===== src/rtl/gfpd_pkg.sv =====
// Shared definitions for the Goldschmidt divider operand pre-scaler.
// State encoding and Q8.8 reference constants.
package gfpd_pkg;

   typedef enum logic [1:0] {
      IDLE  = 2'd0,
      SHIFT = 2'd1,
      DONE  = 2'd2
   } state_t;

   localparam logic [15:0] Q_ONE    = 16'h0100;
   localparam logic [15:0] Q_TWO    = 16'h0200;
   localparam logic [15:0] RANGE_LO = 16'h0080;
   localparam logic [15:0] RANGE_HI = 16'h00FF;

endpackage


===== src/rtl/gfpd_range_cmp.sv =====
// Classifies a divisor against the normalised window [0.5,1.0).
// Purely combinational; also used by the divider's convergence check.
module gfpd_range_cmp
   import gfpd_pkg::*;
#(
   parameter int WIDTH = 16
) (
   input  logic [WIDTH-1:0] d,
   output logic             too_big,
   output logic             too_small,
   output logic             in_range
);

   assign too_big   = (d > WIDTH'(RANGE_HI));
   assign too_small = (d < WIDTH'(RANGE_LO));
   assign in_range  = !too_big && !too_small;

endmodule


===== src/rtl/gfpd_prescaler.sv =====
// Normalises a Q8.8 dividend/divisor pair one bit per cycle until D' is in [0.5,1.0).
// Build option: define GFPD_PRE_SAT_EN to saturate n_out to all-ones when bits were lost.
module gfpd_prescaler
   import gfpd_pkg::*;
#(
   parameter int WIDTH = 16,
   parameter int FRAC  = 8,
   parameter int SHW   = 5
) (
   input  logic             clk,
   input  logic             reset,
   input  logic             in_valid,
   output logic             in_ready,
   input  logic [WIDTH-1:0] n_in,
   input  logic [WIDTH-1:0] d_in,
   output logic             out_valid,
   input  logic             out_ready,
   output logic [WIDTH-1:0] n_out,
   output logic [WIDTH-1:0] d_out,
   output logic [WIDTH-1:0] f0_out,
   output logic [SHW-1:0]   shift_out,
   output logic             dz_out,
   output logic             ovf_out
);

   // 2.0 in the operand's fixed-point format; F0 = 2.0 - D'
   localparam logic [WIDTH-1:0] TWO = WIDTH'(1) << (FRAC + 1);

   state_t           state;
   logic [WIDTH-1:0] n_q;
   logic [WIDTH-1:0] d_q;
   logic [SHW-1:0]   shift_q;
   logic             ovf_q;
   logic             too_big;
   logic             too_small;
   logic             in_range;

   gfpd_range_cmp #(.WIDTH(WIDTH)) u_range_cmp (
      .d         (d_q),
      .too_big   (too_big),
      .too_small (too_small),
      .in_range  (in_range)
   );

   assign in_ready = (state == IDLE);

   // NOTE: every register here is plain flop state (no RAM), so all of it is reset;
   // non-blocking assignments keep the FSM and datapath updates edge-consistent.
   always_ff @(posedge clk or negedge reset) begin
      if (!reset) begin
         state     <= IDLE;
         n_q       <= '0;
         d_q       <= '0;
         shift_q   <= '0;
         ovf_q     <= 1'b0;
         out_valid <= 1'b0;
         n_out     <= '0;
         d_out     <= '0;
         f0_out    <= '0;
         shift_out <= '0;
         dz_out    <= 1'b0;
         ovf_out   <= 1'b0;
      end else begin
         case (state)
            IDLE: begin
               if (in_valid) begin
                  n_q     <= n_in;
                  d_q     <= d_in;
                  shift_q <= '0;
                  ovf_q   <= 1'b0;
                  if (d_in == '0) begin
                     n_out     <= n_in;
                     d_out     <= '0;
                     f0_out    <= '0;
                     shift_out <= '0;
                     dz_out    <= 1'b1;
                     ovf_out   <= 1'b0;
                     out_valid <= 1'b1;
                     state     <= DONE;
                  end else begin
                     state <= SHIFT;
                  end
               end
            end
            SHIFT: begin
               if (too_big) begin
                  n_q     <= n_q >> 1;
                  d_q     <= d_q >> 1;
                  shift_q <= shift_q + SHW'(1);
               end else if (too_small) begin
                  n_q     <= n_q << 1;
                  d_q     <= d_q << 1;
                  shift_q <= shift_q - SHW'(1);
                  ovf_q   <= ovf_q | n_q[WIDTH-1];
               end else if (in_range) begin
`ifdef GFPD_PRE_SAT_EN
                  n_out <= ovf_q ? '1 : n_q;
`else
                  n_out <= n_q;
`endif
                  d_out     <= d_q;
                  f0_out    <= TWO - d_q;
                  shift_out <= shift_q;
                  dz_out    <= 1'b0;
                  ovf_out   <= ovf_q;
                  out_valid <= 1'b1;
                  state     <= DONE;
               end
            end
            DONE: begin
               if (out_ready) begin
                  out_valid <= 1'b0;
                  state     <= IDLE;
               end
            end
            default: state <= IDLE;
         endcase
      end
   end

endmodule


===== config.mk =====
export PLATFORM = sky130hd
export DESIGN_NAME = gfpd_prescaler
export DESIGN_NICKNAME = d
export VERILOG_FILES = /design/src/rtl/gfpd_pkg.sv /design/src/rtl/gfpd_range_cmp.sv /design/src/rtl/gfpd_prescaler.sv
export SDC_FILE = /design/constraint.sdc
export NUM_CORES = 1
export LEC_CHECK = 0
export ABC_AREA = 1
export CAP_MARGIN = 15
export CORE_ASPECT_RATIO = 0.6
export CORE_MARGIN = 2
export CORE_UTILIZATION = 35
export DETAILED_ROUTE_END_ITERATION = 12
export PLACE_DENSITY = 0.63
export REMOVE_ABC_BUFFERS = 1
export SYNTH_ARGS = -nofsm -noshare
export SYNTH_HDL_FRONTEND = slang
export SYNTH_SLANG_ARGS = --single-unit

===== constraint.sdc =====
create_clock -name clk -period 2.4 [get_ports clk]
set_clock_uncertainty 0.15 [all_clocks]
set_input_delay 0.48 -clock clk [delete_from_list [all_inputs] [get_ports clk]]
set_output_delay 0.48 -clock clk [all_outputs]
set_load 0.03 [all_outputs]

==> impl_results.md <==
- Reg clk slew, reported paths: 70 ps
- Critical path buffers and inverters: 1
- Routed Antenna Nets: 0
- Clk Tree Root Cell: clkbuf_16
- Reg2reg end: d_out[1]
- Sequential area share after synthesis: 49.1%
- # clock sinks: 95
- Die width: 156 um
- Setup violators final: 0
- Max cap viols: 0
- Post-synthesis cell count: 620
- DR WL/cell: 13.5 um
- Sum Neg Setup Slack: 0 ps
- Maximum vdd drop: 0.639 mV
- Status: finished, final reports clean
- Top post-synthesis cells by area: dfrtp_1 49%, nand2_1 17%, inv_1 5.9%
- Number of I/O pins: 93
- Critical Path Start: d_q[8]
- First-pass GRT wire length: 19600 um
- M2 GR Usage: 24.1%
- Clock latency on the worst-skew pair: 340 ps
- Placer Congestion: 0.810
- FF-to-FF setup slack: 290 ps
- Logic pwr share: 49.2%
- Tcrit/Tclk final: 88.1%
- Sw Share: 44.5%
- Power Dens Cells: 1280 nW/um^2
- Cell Area, Synth: 4840 sq um
- Setup crit start kind: register
- Critical path's slowest cell: dfrtp_1
- Ys Warns: 0
- Post-DP HPWL: 8270 um
- Met3 Usage GRT: 4.59%
- Layout cell share with drive strength beyond 1: 8.31%
- Yosys top cell area share: 49.1%
- Count leader, synth: nand2_1
- Detailed Route Iter0 Violations: 195
- Switching power: 0.00352 W
- FP Rows: 33
- Final hold vios: 0
- Die area: 14800 sq um
- Crit path largest cell delay: 420 ps
- Hold path cells: 2
- R2R cell count: 9
- Fill cell total of the finished layout: 1320
- Pwr Total: 0.00791 W
- Post-synth top flop: dfrtp_1
- Number of global-route vias before repair: 3935
- Grt met1 use: 24.6%
- CTS tree: done
- Tmin final: 2110 ps
- Port buffer count: 92
- H-Tree Depth: 3
- Critical path endpoint category: register
- Internal Pwr Total: 0.00439 W
- Required @ worst endpoint: 2450 ps
- Grt ovf: 0
- Total routed wirelength: 11900 um
- Min-Delay Path Class: register to register
- Post-synth EDFFs: 0
- Layout area overhead: 28.0%
- Footprint of the multi-input gates: 1940 sq um
- Delay-heaviest family, CP: simple AND/OR/NAND/NOR gates
- Critical path arrival: 2170 ps
- Netlist cell types: 34
- Clock Path Buffers: 2
- GR peak layer: met1
- LEAKAGE: 3.12 nW
- Fmax: 473 MHz
- Largest net degree at the start of global routing: 50
- Critical Path Fanout Max: 24
- RSZ-0062 raised after global routing: false
- Initial antenna violation count: 0
- Hold Path Sink: f0_out[13]
- Biggest area consumer among synthesized cells: dfrtp_1
- Die Y: 95.1 um
- CP Class: register to register
- Sequential power share: 31.5%
- Max-slew violation count: 0
- DRC viols: 0
- Async SR Flop Fraction: 100%
- Via count: 4148
- Antenna Cells: 0
- Clk pwr share: 19.3%
- Placed instance count: 868
- Cell Chain, Critical Path: nor2_1 -> nand3_1 -> nor2_4 -> nand2_1 -> nand2_4 -> nand3_4 -> buf_4 -> nand2_1 -> o21ai_0
- Syn avg cell area: 7.80 sq um
- Worst Min Path Start: f0_out[13]
- Most frequent cells after synthesis: 221 x nand2_1, 95 x dfrtp_1, 76 x inv_1
- Gr usage total: 16.8%
- Post-synthesis register bit count: 95
- Nets: 747
- Sequential Area: 2380 sq um
- Drt first pass iters: 4
- CP dominant cell by count: nand2_1
- Slew headroom: 50.0%
- R2R Path Start: d_q[8]
- Drt via density: 4.69
- Core footprint: 13600 sq um
- Final Non-Filler Cells: 885
- Actual slew at the worst max-slew pin: 749 ps
- Initial Utilization: 35.6%
- Total CTS buffers: 9
-- cells in the final DEF (no fill, tap or decap), types with 11 or more instances in the layout --
cell / instances
buf_4: 11
clkdlybuf4s50_1: 90
dfrtp_1: 95
inv_1: 76
nand2_1: 221
nand3_1: 35
nor2_1: 41
o21ai_0: 41
o21ai_1: 28
o21ai_2: 17
-- area by class of cell --
cell class	instances	share of cell area, %
Sequential cell	95	38.4
Multi-Input combinational cell	415	31.3
Timing Repair Buffer	105	16.9
Inverter	79	4.79
Clock buffer	10	3.70
Tap cell	175	3.53
Clock inverter	6	1.37
-- stage by stage --
step | worst slack (ps) | util (%) | cell area (sq um) | hold WS [ps]
4_1_cts | 34.6 | 45.6 | 6190 | 321
3_5_place_dp | 20.9 | 43.2 | 5870 | 302
5_1_grt | 84.0 | 45.6 | 6190 | 353
6_report | 286 | 45.6 | 6190 | 317
3_3_place_gp | 103 | 43.2 | 5870 | 298
2_1_floorplan | -1470 | - | 4610 | 34.4
-- metal layers --
metal  routed length, um  part of all wire (%)
met3                 678                   5.7
met4                  85                  0.71
met2                5020                    42
met5                   0                     0
met1                6130                    51
-- registers in the layout (all words and copies together) (netlist names) --
name / flops
n_q: 16
ovf_q: 1
ovf_out: 1
d_out: 16
dz_out: 1
shift_out: 5
n_out: 16
d_q: 16
f0_out: 15
out_valid: 1
shift_q: 5
state: 2
-- kinds of logic (layout without fill, tap and decap cells) --
family / after synthesis / in the layout / share of synthesized area (%)
adder cells (fa/ha/maj): 6 / 6 / 1.71
AO/OA/AOI/OAI: 97 / 97 / 11.8
AND/OR/NAND/NOR: 309 / 309 / 25.9
buffers and inverters: 110 / 200 / 10.9
flip-flops: 95 / 95 / 49.1
XOR/XNOR: 3 / 3 / 0.543
-- worst register-to-register path, stage by stage, from the launching register on --
cell and delay [ps]:
dfrtp_1 420, nor2_1 100, nand3_1 120, nor2_4 250, nand2_1 160, nand2_4 230
nand3_4 120, buf_4 230, nand2_1 110, o21ai_0 90
-- worst max path at each step --
stage,cells after the start,to,slack [ps]
CTS,2,in_ready,30
global route,9,d_out[1],80
global placement,10,d_out[1],100
detailed placement,10,d_out[1],20
floorplan,8,dz_out,-1470
finish,9,d_out[1],290
-- repair_timing --
item	in CTS	in global routing
hold endpoints to repair	37	0
buffers inserted	0	0
hold buffers	1	0
gates resized for setup	0	1
endpoints found under the setup margin	0	1
-- power groups by stage --
stage,logic [W],clock network (W),registers [W]
finish,0.00389,0.00153,0.00249
global route,0.00439,0.00164,0.00256
CTS,0.00392,0.00157,0.00250
detailed placement,0.00389,0,0.00252
global placement,0.00378,0,0.00250
floorplan,0.00227,0,0.00278
No activity file was read; power rests on OpenSTA's default activity.
==> RTL change: new RTL, same flow settings <==
Re-encode `state_t` (3 states) as one-hot, 3 bits wide.
--- a/src/rtl/gfpd_pkg.sv
+++ b/src/rtl/gfpd_pkg.sv
@@ -3,8 +3,8 @@
 package gfpd_pkg;
 
-   typedef enum logic [1:0] {
-      IDLE  = 2'd0,
-      SHIFT = 2'd1,
-      DONE  = 2'd2
+   typedef enum logic [2:0] {
+      IDLE  = 3'b001,
+      SHIFT = 3'b010,
+      DONE  = 3'b100
    } state_t;
 
Behaviour: same outputs for any inputs over 4 cycles, from zero or initial values and one cycle with reset low; so few cycles prove little.
==> RTL change against the unedited design <==
Via count rose by 1.4%. Largest cell class unchanged. Critical path depth fell by 6. Sequential share of layout area grew 0.31 points. Wire length is 3.3% higher. Total power shrank 4.9%. Highest routed layer unchanged. Final area is 0.30% higher. Fmax decreased by 1.5%. Area after synthesis fell by 1.7%. Critical path type is now flip-flop to output port. Count of clock-buffer cells in the layout increased by 1. Worst setup slack worse by 32 ps. Sequential cell count grew 1.
==> RTL change: results (changes against the unedited design) <==
Worst setup path
  • Critical R2R Launch: d_q[13]$_DFFE_PN0P_
  • Crit-path max cell delay: 550 ps (+130 ps)
  • Crit path arrival time: 1520 ps (-650 ps)
  • Critical Path Sink: in_ready
  • Max FO, Critical Path: 4 (-83%)
  • Reg2Reg Depth: 11 (+2)
  • Critical Path Start: state[0]$_DFFE_PN1P_
  • Top cell family by delay on the critical path: flip-flops

Detailed routing
  • M1 wire length: 6.25 mm (+2.0%)
  • Overall via count from detail_route: 4204 (+1.4%)
  • WL met2: 5.18 mm (+3.2%)
  • Via density: 4.71 (+0.44%)
  • Wire per inst: 13.8 µm (+2.3%)
  • Drt first pass iters: 5 (+1)

Status
  • Status: finished, final reports clean

GRT
  • Met1 Use GR: 25.4% (+0.79 points)
  • GR Util met3: 4.89% (+0.30 points)
  • All-Layer GR Usage: 17.9% (+1.1 points)
  • Number of global-route vias before repair: 4117 (+4.6%)
  • First-pass GRT wire length: 20.5 mm (+4.6%)
  • Largest net degree at the start of global routing: 55 (+10%)

Power and ir drop
  • Reg power frac: 34.2% (+2.7 points)
  • P_comb: 3390 µW (-13%)
  • Leak: 0.00319 µW (+2.2%)
  • Worst ir drop on vdd: 597 µV (-6.6%)

Final layout
  • # fillers: 1306 (-1.1%)
  • Layout net count: 760 (+1.7%)
  • # clk buffers: 11 (+1)
  • Layout cells sized above 1: 6.50% (-1.8 points)
  • Clock network contribution to total cell area: 5.20% (+0.13 points)
  • Seq/total area: 38.7% (+0.31 points)

Yosys
  • Distinct cell type count after synthesis: 29 (-15%)
  • Most frequent cells after synthesis: 212 x nand2_1, 95 x dfrtp_1, 87 x nor2_1, 76 x o21ai_0, 63 x inv_1
  • Post-synthesis sequential area ratio: 50.5% (+1.4 points)

Timing
  • Rel. slew slack: 50.8% (+0.77 points)
  • Hold_ws: 315 ps (-2.62 ps)

Place
  • Placed Cells: 876 (+0.92%)

Floorplan
  • Tap cells: 170 (-2.9%)
==> RTL change: changes by cell type in the layout (fill, tap and decap cells not counted), moves of 4 or more <==
| cell | unedited run | this run |
|---|---|---|
| buf_4 | 11 | 15 |
| inv_1 | 76 | 63 |
| nand2_1 | 221 | 212 |
| nand3_1 | 35 | 24 |
| nor2_1 | 41 | 87 |
| o21ai_0 | 41 | 76 |
| o21ai_1 | 28 | 3 |
| o21ai_2 | 17 | 0 |
==> RTL change: repair_timing <==
action / in CTS / in global routing
endpoints found under the setup margin: 1 / 0
resized for setup: 1 / 0
endpoints found under the hold margin: 26 / 0
hold buffers: 1 / 0
==> RTL change: kinds of logic after synthesis <==
family | Yosys count
buffers and inverters | 98
flip-flops | 96
AND/OR/NAND/NOR | 337
adder cells (fa/ha/maj) | 6
AO/OA/AOI/OAI | 85
XOR/XNOR | 6
